==> src/rtl/vga_capture.sv <==
`timescale 1ns/1ps
`default_nettype none
// vga_capture: locks onto VGA hsync/vsync timing and emits captured active pixels
// with x/y coordinates, a frame-start pulse and a saturating timing-error count.
module vga_capture #(
  parameter int H_SYNC   = 96,
  parameter int H_BP     = 48,
  parameter int H_ACTIVE = 640,
  parameter int H_TOTAL  = 800,
  parameter int V_SYNC   = 2,
  parameter int V_BP     = 33,
  parameter int V_ACTIVE = 480,
  parameter int V_TOTAL  = 525
) (
  input  logic        pclk,
  input  logic        rst_n,
  input  logic        hsync,
  input  logic        vsync,
  input  logic [3:0]  vga_r,
  input  logic [3:0]  vga_g,
  input  logic [3:0]  vga_b,
  output logic        pix_valid,
  output logic [9:0]  pix_x,
  output logic [9:0]  pix_y,
  output logic [11:0] pix_data,
  output logic        frame_start,
  output logic        locked,
  output logic [7:0]  err_cnt
);

  localparam logic [9:0] HT   = 10'(H_TOTAL);
  localparam logic [9:0] HT1  = 10'(H_TOTAL - 1);
  localparam logic [9:0] HSW  = 10'(H_SYNC);
  localparam logic [9:0] HA0  = 10'(H_SYNC + H_BP);
  localparam logic [9:0] HA1  = 10'(H_SYNC + H_BP + H_ACTIVE - 1);
  localparam logic [9:0] VT   = 10'(V_TOTAL);
  localparam logic [9:0] VT1  = 10'(V_TOTAL - 1);
  localparam logic [9:0] VA0  = 10'(V_SYNC + V_BP);
  localparam logic [9:0] VA1  = 10'(V_SYNC + V_BP + V_ACTIVE - 1);

  typedef enum logic [1:0] {
    SEARCH  = 2'd0,
    MEASURE = 2'd1,
    LOCKED  = 2'd2
  } state_t;

  state_t state, next_state;

  logic        s1_hs, s1_vs, s2_hs;
  logic [11:0] s1_rgb;
  logic [9:0]  h_cnt, h_prev, v_cnt;
  logic        vs_last;

  logic        fall_pending, hs_fall, hs_rise, boundary;
  logic        h_reach, v_reach, line_err, frame_err, err;
  logic        h_act, v_act, active;

  logic        dec_valid;
  logic [9:0]  dec_x, dec_y;
  logic [11:0] dec_rgb;

  always_ff @(posedge pclk or negedge rst_n) begin
    if (!rst_n) begin
      s1_hs  <= 1'b1;
      s1_vs  <= 1'b1;
      s1_rgb <= '0;
      s2_hs  <= 1'b1;
    end else begin
      s1_hs  <= hsync;
      s1_vs  <= vsync;
      s1_rgb <= {vga_r, vga_g, vga_b};
      s2_hs  <= s1_hs;
    end
  end

  // The fall is predicted from the raw input so h_cnt is 0 while s1 holds the first low sample.
  assign fall_pending = !hsync && s1_hs;
  assign hs_fall      = !s1_hs && s2_hs;
  assign hs_rise      = s1_hs && !s2_hs;
  assign boundary     = hs_fall && !s1_vs && vs_last;

  always_ff @(posedge pclk or negedge rst_n) begin
    if (!rst_n) begin
      h_cnt   <= '0;
      h_prev  <= '0;
      v_cnt   <= '0;
      vs_last <= 1'b1;
    end else begin
      h_prev <= h_cnt;
      if (fall_pending)
        h_cnt <= '0;
      else if (h_cnt != HT)
        h_cnt <= h_cnt + 10'd1;
      if (hs_fall) begin
        vs_last <= s1_vs;
        if (boundary)
          v_cnt <= '0;
        else if (v_cnt != VT)
          v_cnt <= v_cnt + 10'd1;
      end
    end
  end

  assign h_reach   = (h_cnt == HT) && (h_prev != HT);
  assign v_reach   = hs_fall && !boundary && (v_cnt == VT1);
  assign line_err  = (hs_fall && (h_prev != HT1)) || h_reach || (hs_rise && (h_cnt != HSW));
  assign frame_err = (boundary && (v_cnt != VT1)) || v_reach;
  assign err       = line_err || frame_err;

  always_ff @(posedge pclk or negedge rst_n) begin
    if (!rst_n)
      state <= SEARCH;
    else
      state <= next_state;
  end

  always_comb begin
    next_state = state;
    case (state)
      SEARCH:  if (boundary) next_state = MEASURE;
      MEASURE: begin
        if (err)
          next_state = SEARCH;
        else if (boundary)
          next_state = LOCKED;
      end
      LOCKED:  if (err) next_state = SEARCH;
      default: next_state = SEARCH;
    endcase
  end

  always_ff @(posedge pclk or negedge rst_n) begin
    if (!rst_n) begin
      locked      <= 1'b0;
      frame_start <= 1'b0;
      err_cnt     <= '0;
    end else begin
      locked      <= (next_state == LOCKED);
      // An errored boundary never counts as a locked frame start.
      frame_start <= boundary && !err && ((state == MEASURE) || (state == LOCKED));
      if ((state == LOCKED) && err && (err_cnt != 8'hFF))
        err_cnt <= err_cnt + 8'd1;
    end
  end

  assign h_act  = (h_cnt >= HA0) && (h_cnt <= HA1);
  assign v_act  = (v_cnt >= VA0) && (v_cnt <= VA1);
  assign active = (state == LOCKED) && h_act && v_act;

  always_ff @(posedge pclk or negedge rst_n) begin
    if (!rst_n) begin
      dec_valid <= 1'b0;
      dec_x     <= '0;
      dec_y     <= '0;
      dec_rgb   <= '0;
      pix_valid <= 1'b0;
      pix_x     <= '0;
      pix_y     <= '0;
      pix_data  <= '0;
    end else begin
      dec_valid <= active;
      dec_x     <= active ? (h_cnt - HA0) : 10'd0;
      dec_y     <= active ? (v_cnt - VA0) : 10'd0;
      dec_rgb   <= active ? s1_rgb : 12'd0;
      pix_valid <= dec_valid;
      pix_x     <= dec_x;
      pix_y     <= dec_y;
      pix_data  <= dec_rgb;
    end
  end

endmodule
`default_nettype wire

==> config.mk <==
export PLATFORM = sky130hd
export DESIGN_NAME = vga_capture
export DESIGN_NICKNAME = d
export VERILOG_FILES = /design/src/rtl/vga_capture.sv
export SDC_FILE = /design/constraint.sdc
export NUM_CORES = 1
export LEC_CHECK = 0
export CORE_ASPECT_RATIO = 0.5
export CORE_MARGIN = 3
export CORE_UTILIZATION = 57
export CTS_BUF_LIST = sky130_fd_sc_hd__clkbuf_4 sky130_fd_sc_hd__clkbuf_8
export CTS_CLUSTER_SIZE = 24
export DETAILED_ROUTE_END_ITERATION = 7
export GPL_TIMING_DRIVEN = 0
export PLACE_DENSITY_LB_ADDON = 0.05
export SLEW_MARGIN = 5
export SYNTH_ARGS = -nofsm -noshare
export SYNTH_HDL_FRONTEND = slang
export SYNTH_SLANG_ARGS = --single-unit
==> constraint.sdc <==
create_clock -name pclk -period 2.4 [get_ports pclk]
set_clock_uncertainty 0.2 [all_clocks]
set_input_delay 0.48 -clock pclk [delete_from_list [all_inputs] [get_ports pclk]]
set_output_delay 0.48 -clock pclk [all_outputs]
set_load 0.1 [all_outputs]
==> results of run 1 <==
[layout by cell type (no fill, tap or decap), types with 5 or more instances in the layout]
cell and count:
a21oi_1 9, clkbuf_8 17, xnor2_1 17, dfrtp_1 111
nand2_1 12, ha_1 15, clkbuf_1 5, nor2_1 53
nor3_1 10, buf_6 5, nand4_1 5, inv_1 9
dlygate4sd2_1 36, buf_4 14, dfrtp_2 7, and2_1 16
nand3_1 7, clkdlybuf4s50_1 14, xor2_1 15
[routing by layer]
metal / GRT usage, % / up-vias
li1: - / 1384
met1: 25.9 / 1434
met2: 33.5 / 100
met3: 6.91 / 30
met4: 9.82 / 0
met5: 0 / -
[metrics by stage]
| stage | utilization [%] | hold WS [ns] | std cells | power [mW] |
|---|---|---|---|---|
| 3_3_place_gp | 70.8 | 0.132 | 529 | 3.12 |
| 4_1_cts | 76.9 | 0.146 | 563 | 5.15 |
| 3_5_place_dp | 71.1 | 0.135 | 530 | 3.16 |
| 5_1_grt | 79.3 | 0.150 | 576 | 5.42 |
| 2_1_floorplan | - | -0.0156 | 363 | 2.93 |
| 6_report | 79.3 | 0.146 | 576 | 5.17 |
[final timing paths]
kind	endpoint	from	cells after the start
max in group asynchronous	s1_hs$_DFF_PN1_	rst_n	3
max reg2reg	dec_rgb[3]$_DFF_PN0_	v_cnt[4]$_DFFE_PN0P_	9
max	err_cnt[4]	err_cnt[4]$_DFFE_PN0P_	1
min reg2reg	pix_y[2]$_DFF_PN0_	dec_y[2]$_DFF_PN0_	0
min	pix_y[2]$_DFF_PN0_	dec_y[2]$_DFF_PN0_	0
min in group asynchronous	pix_data[4]$_DFF_PN0_	rst_n	2
[kinds of logic after synthesis]
kind of cell | count (synthesis) | synth area share (%)
AND/OR/NAND/NOR | 139 | 16.2
AO/OA/AOI/OAI | 24 | 3.60
flip-flops | 124 | 66.3
buffers and inverters | 24 | 2.70
adder cells (fa/ha/maj) | 16 | 4.27
multiplexers | 4 | 0.934
XOR/XNOR | 32 | 5.98
[registers in the layout (all words and copies together), names as in the netlist]
register	cells
pix_y	10
state	2
vs_last	1
s1_rgb	12
frame_start	1
pix_valid	1
v_cnt	10
dec_valid	1
locked	1
pix_data	12
dec_x	10
s1_vs	1
dec_rgb	12
s2_hs	1
h_prev	10
h_cnt	10
dec_y	10
s1_hs	1
err_cnt	8
pix_x	10
[power groups by stage]
stage,clock network [mW],registers [mW],logic [mW]
3_3_place_gp,0,2.39,0.730
6_report,1.99,2.36,0.827
4_1_cts,2.02,2.36,0.781
3_5_place_dp,0,2.39,0.772
2_1_floorplan,0,2.50,0.429
5_1_grt,2.13,2.38,0.914
[worst register-to-register path, cell delays in order (launching register included)]
cell and delay, ns:
dfrtp_1 0.38, buf_6 0.14, or3_4 0.42, o21ai_4 0.18, a21oi_1 0.11, a31o_1 0.25
nand3_4 0.15, inv_2 0.09, buf_6 0.14, and2_1 0.17
[repair_timing]
item	4_1_cts	5_1_grt
resized for setup	58	26
cloned	0	1
setup endpoints to repair	57	35
pin swaps	0	9
setup buffers	0	12
hold buffers	1	0
hold endpoints to repair	46	0
[layout make-up]
class	instances	area, um^2	area share [%]
Tap cell	108	135	2.23
Clock inverter	14	195	3.22
Sequential cell	124	3120	51.5
Clock buffer	18	241	3.98
Buffer	12	81.3	1.34
Timing Repair Buffer	73	653	10.8
Multi-Input combinational cell	215	1590	26.2
Inverter	12	45.0	0.743
==> results.md, run 1 <==
- Hold Path Class: reg2reg
- H-Tree Depth: 4
- Cell variety after synth: 53
- Wire length on met2: 4300 um
- Total number of vias: 2948
- Routed len/inst: 15.8 um
- Net Sw Frac: 28.9%
- Critical path buffers and inverters: 1
- Post-synth EDFFs: 0
- Mapped Area: 0.00469 mm^2
- WL met3: 597 um
- IO buf count: 58
- Ant. Diodes: 0
- Slew Limit Fails: 0
- Crit-path max FO: 3
- P per Cell Area: 853 mW/mm^2
- Placed Area: 0.00544 mm^2
- DR top layer: met4
- Initial Util: 61.2%
- CP Cell Sequence: dlygate4sd2_1
- R2R Setup Slk: 0.06 ns
- Initial antenna violation count: 0
- CTS tree: done
- Fin area: 0.00606 mm^2
- Required time worst endpoint: 1.72 ns
- Syn Area/Cell: 12.9 um^2
- Vias/cell: 5.12
- Final setup fails: 0
- Met1 wire length: 3940 um
- Clk slew on worst S/H paths: 0.07 ns
- Power Internal: 3.68 mW
- LEAKAGE: 3.03 nW
- CP endpoint kind: primary output
- Vias in the first global route: 3122
- Fin worst setup slack: 0.0453 ns
- Final min period: 2.35 ns
- Psw: 1.49 mW
- Overall fraction of global-route tracks in use: 20.9%
- Worst EP arrival: 1.67 ns
- Top cell type's share of synthesized area: 64.1%
- Clk pwr share: 38.4%
- Async S/R FF share, synth: 100%
- Number of buffers created by CTS: 17
- Comb pwr share: 16.0%
- Area leader, netlist: dfrtp_1
- Cells after synthesis: 363
- Register share of total power: 45.6%
- Top cells by area, synth: dfrtp_1 64%, ha_1 4.3%, nor2_1 4.2%
- Count leader, synth: dfrtp_1
- Period utilization: 98.1%
- Fin. Hold Viols: 0
- Register area share after synthesis: 66.3%
- Layout net count: 487
- Dpl ws: -0.163 ns
- Bufs on Longest Clock Path: 2
- Core area: 0.00765 mm^2
- Largest net degree at the start of global routing: 79
- Primary FF master, synth: dfrtp_1
- DIE WIDTH: 134 um
- CTS root buf: clkbuf_8
- Outcome: finished clean
- Crit path kind: reg2out
- Skew-Pair Late Insertion Delay: 0.43 ns
- DRT iter0 DRCs: 169
- CP top delay family: buffers and inverters
- Clock sink count: 124
- Syn_nets: 395
- Global route overflow: 0
- HPWL after DPL: 5640 um
- Rows: 22
- Ys Warns: 0
- Peak Freq: 0.425 GHz
- Post-DRT Antenna Nets: 0
- Fin Setup TNS: 0 ns
- Global-route wire length before repair: 15000 um
- Worst slew pin tran: 0.987 ns
- DRC violations left: 0
- Final Wtd Congestion: 0.810
- Detailed Route WL: 9080 um
- Filler Cell Count: 466
- Max IR drop VDD: 0.854 mV
- Max stage delay on crit path: 0.86 ns
- Share of cells above drive strength 1: 22.0%
- Syn-to-layout area delta: 29.4%
- Synth cell count leaders: 120 x dfrtp_1, 53 x nor2_1, 17 x xnor2_1
- Critical Path Source Type: register
- Slew headroom: 34.5%
- Maxcap violations: 0
- I/O pin count: 59
- Die Area: 0.00941 mm^2
- #FFs+latches synth: 124
- Pre-Repair DR Iteration Count: 4
- Slowest CP cell: dlygate4sd2_1
- Die Ht: 70.1 um
Power figures use the tool's default switching activity.
==> inputs of run 2 (changes only) <==
CORE_UTILIZATION = 35   (was 57)
==> run 2 against run 1 <==
Net effect:
- hold slack got worse by 0.0044 ns
- non-clock buffer count fell by 6
- power fell by 4.9%
- clock-buffer cell count did not move
- final cell count rose by 9.7%
- global-route usage fell by 7.4 points
- setup slack improved by 0.030 ns
- largest cell class unchanged
==> results.md, run 2 (synthesis results as in run 1) <==
- Placed Area: 0.00552 mm^2 (+1.4%)
- Final setup fails: 0 (unchanged)
- Most common library cell in the layout ignoring fill and taps: dfrtp_1
- RR Startpoint: h_cnt[1]$_DFFE_PN0P_
- CP Cell Sequence: clkdlybuf4s15_1
- CTS root buf: clkbuf_8
- Bufs on Longest Clock Path: 2 (unchanged)
- Global-route wire length before repair: 15400 um (+2.8%)
- Number of buffers created by CTS: 17 (unchanged)
- Fin area: 0.00598 mm^2 (-1.3%)
- Slowest CP cell: clkdlybuf4s15_1
- P per Cell Area: 822 mW/mm^2 (-3.6%)
- Maxcap violations: 0 (unchanged)
- Vias/cell: 4.55 (-11%)
- Hold path startpoint: dec_rgb[0]$_DFF_PN0_
- Hold Path Class: reg2reg
- Overall power: 4.92 mW (-4.9%)
- Critical Path Source Type: register
- Rows: 29 (+32%)
- Biggest regs: dec_rgb: 12 flops, pix_data: 12 flops, s1_rgb: 12 flops
- R2R Setup Slk: 0.09 ns (+0.03 ns)
- Clk slew on worst S/H paths: 0.08 ns (about the same)
- CTS tree: done
- Skew-Pair Late Insertion Delay: 0.43 ns (about the same)
- Met1 wire length: 4470 um (+14%)
- CP top delay family: buffers and inverters
- Layout net count: 481 (-1.2%)
- Unrepaired setup endpoints after global routing: true
- Final min period: 2.32 ns (-0.0298 ns)
- Outcome: finished clean
- Worst Hold End: pix_data[0]$_DFF_PN0_
- DRT iter0 DRCs: 135 (-20%)
- Overall fraction of global-route tracks in use: 13.5% (-7.4 points)
- IO buf count: 58 (unchanged)
- Max stage delay on crit path: 0.83 ns (-0.03 ns)
- Pre-Repair DR Iteration Count: 4 (unchanged)
- Peak Freq: 0.430 GHz (+1.3%)
- Crit path launch: err_cnt[4]$_DFFE_PN0P_
- Die Ht: 87.8 um (+25%)
- LEAKAGE: 2.95 nW (-2.6%)
- Required time worst endpoint: 1.72 ns (about the same)
- H-Tree Depth: 4 (unchanged)
- Worst R2R Path Depth: 10 (+1)
- Period utilization: 96.9% (-1.2 points)
- Vias in the first global route: 3050 (-2.3%)
- Wire length on met2: 4090 um (-4.8%)
- HPWL after DPL: 6120 um (+8.4%)
- Final Wtd Congestion: 0.815 (+0.68%)
- Syn-to-layout area delta: 27.7%
- WL met3: 436 um (-27%)
- Die Area: 0.0149 mm^2 (+58%)
- Max IR drop VDD: 0.371 mV (-57%)
- Global route overflow: 0 (unchanged)
- Clock sink count: 124 (unchanged)
- Initial antenna violation count: 0 (unchanged)
- Post-DRT Antenna Nets: 0 (unchanged)
- Detailed Route WL: 9100 um (+0.20%)
- Crit-path max FO: 3 (unchanged)
- Crit path kind: reg2out
- Share of cells above drive strength 1: 20.3% (-1.7 points)
- Fin. Hold Viols: 0 (unchanged)
- Routed len/inst: 14.4 um (-8.7%)
- CP endpoint kind: primary output
- RR Endpoint: dec_rgb[10]$_DFF_PN0_
- DRC violations left: 0 (unchanged)
- Filler Cell Count: 1198 (+160%)
- I/O pin count: 59 (unchanged)
- Total number of vias: 2877 (-2.4%)
- Slew Limit Fails: 0 (unchanged)
- Ant. Diodes: 0 (unchanged)
- Initial Util: 36.4% (-25 points)
- Hold Crit Depth: 0 (unchanged)
- Slew headroom: 34.8% (+0.37 points)
- Critical path buffers and inverters: 1 (unchanged)
- Worst slew pin tran: 0.981 ns (-0.00552 ns)
- Most frequent cells in the layout: 111 x dfrtp_1, 53 x nor2_1, 35 x dlygate4sd2_1
- DR top layer: met4
- Worst EP arrival: 1.64 ns (-0.03 ns)
- Largest net degree at the start of global routing: 76 (-3.8%)
- Core area: 0.0129 mm^2 (+68%)
- DIE WIDTH: 170 um (+26%)
[run 2: cell types whose count changed in the layout (fill, tap and decap cells not counted), sizes merged]
| cell | delta |
|---|---|
| buf | -7 |
| bufinv | -3 |
| clkinv | +2 |
| clkdlybuf4s15 | +2 |
| dlygate4sd2 | -1 |
| clkinvlp | -2 |
| inv | +3 |
[run 2: layer usage]
layer  up-vias  track usage, %
met1      1432            18.1
met5         -               0
li1       1375               -
met4         0            5.27
met3        12            4.78
met2        58            20.3
[run 2: worst max path at each step]
stage                                  end  slack (ns)  depth (start not counted)
floorplan           err_cnt[1]$_DFFE_PN0P_        0.09                          5
global placement    err_cnt[1]$_DFFE_PN0P_       -4.73                          1
detailed placement  err_cnt[1]$_DFFE_PN0P_       -0.13                          8
CTS                             err_cnt[4]       0.002                          1
global route        err_cnt[7]$_DFFE_PN0P_       -0.02                          7
finish                          err_cnt[4]        0.08                          1
[run 2: layout make-up]
class	count	area [um^2]	share of cell area (%)
buffer	12	83.8	1.40
clock buffer	18	248	4.14
clock inverter	14	136	2.28
inverter	12	45.0	0.753
multi-input combinational	215	1520	25.3
sequential	124	3120	52.2
tap	170	213	3.55
timing repair buffer	67	618	10.3
[run 2: power by group]
| group | internal (mW) | switching, mW | total [mW] |
|---|---|---|---|
| Combinational | 0.296 | 0.505 | 0.801 |
| Sequential | 2.22 | 0.130 | 2.35 |
| Clock | 0.865 | 0.900 | 1.77 |
| Total | 3.39 | 1.53 | 4.92 |
[run 2: stage by stage]
step	setup WS [ns]	instances	hold WS (ns)	TNS (ns)	util, %
floorplan	0.0950	363	-0.0156	0	-
global placement	-4.73	591	0.131	-481.34	42.6
detailed placement	-0.131	592	0.135	-0.892	42.9
CTS	0.00232	625	0.142	0	45.9
global route	-0.0154	632	0.153	-0.0183	46.5
finish	0.0751	632	0.142	0	46.5
[run 2: timing repair]
item                                    in CTS  in global routing
setup buffers                                0                  7
endpoints found under the setup margin      56                 34
hold buffers                                 1                  0
resized for setup                           60                 16
hold endpoints to repair                    49                  0
pin swaps                                    0                  4
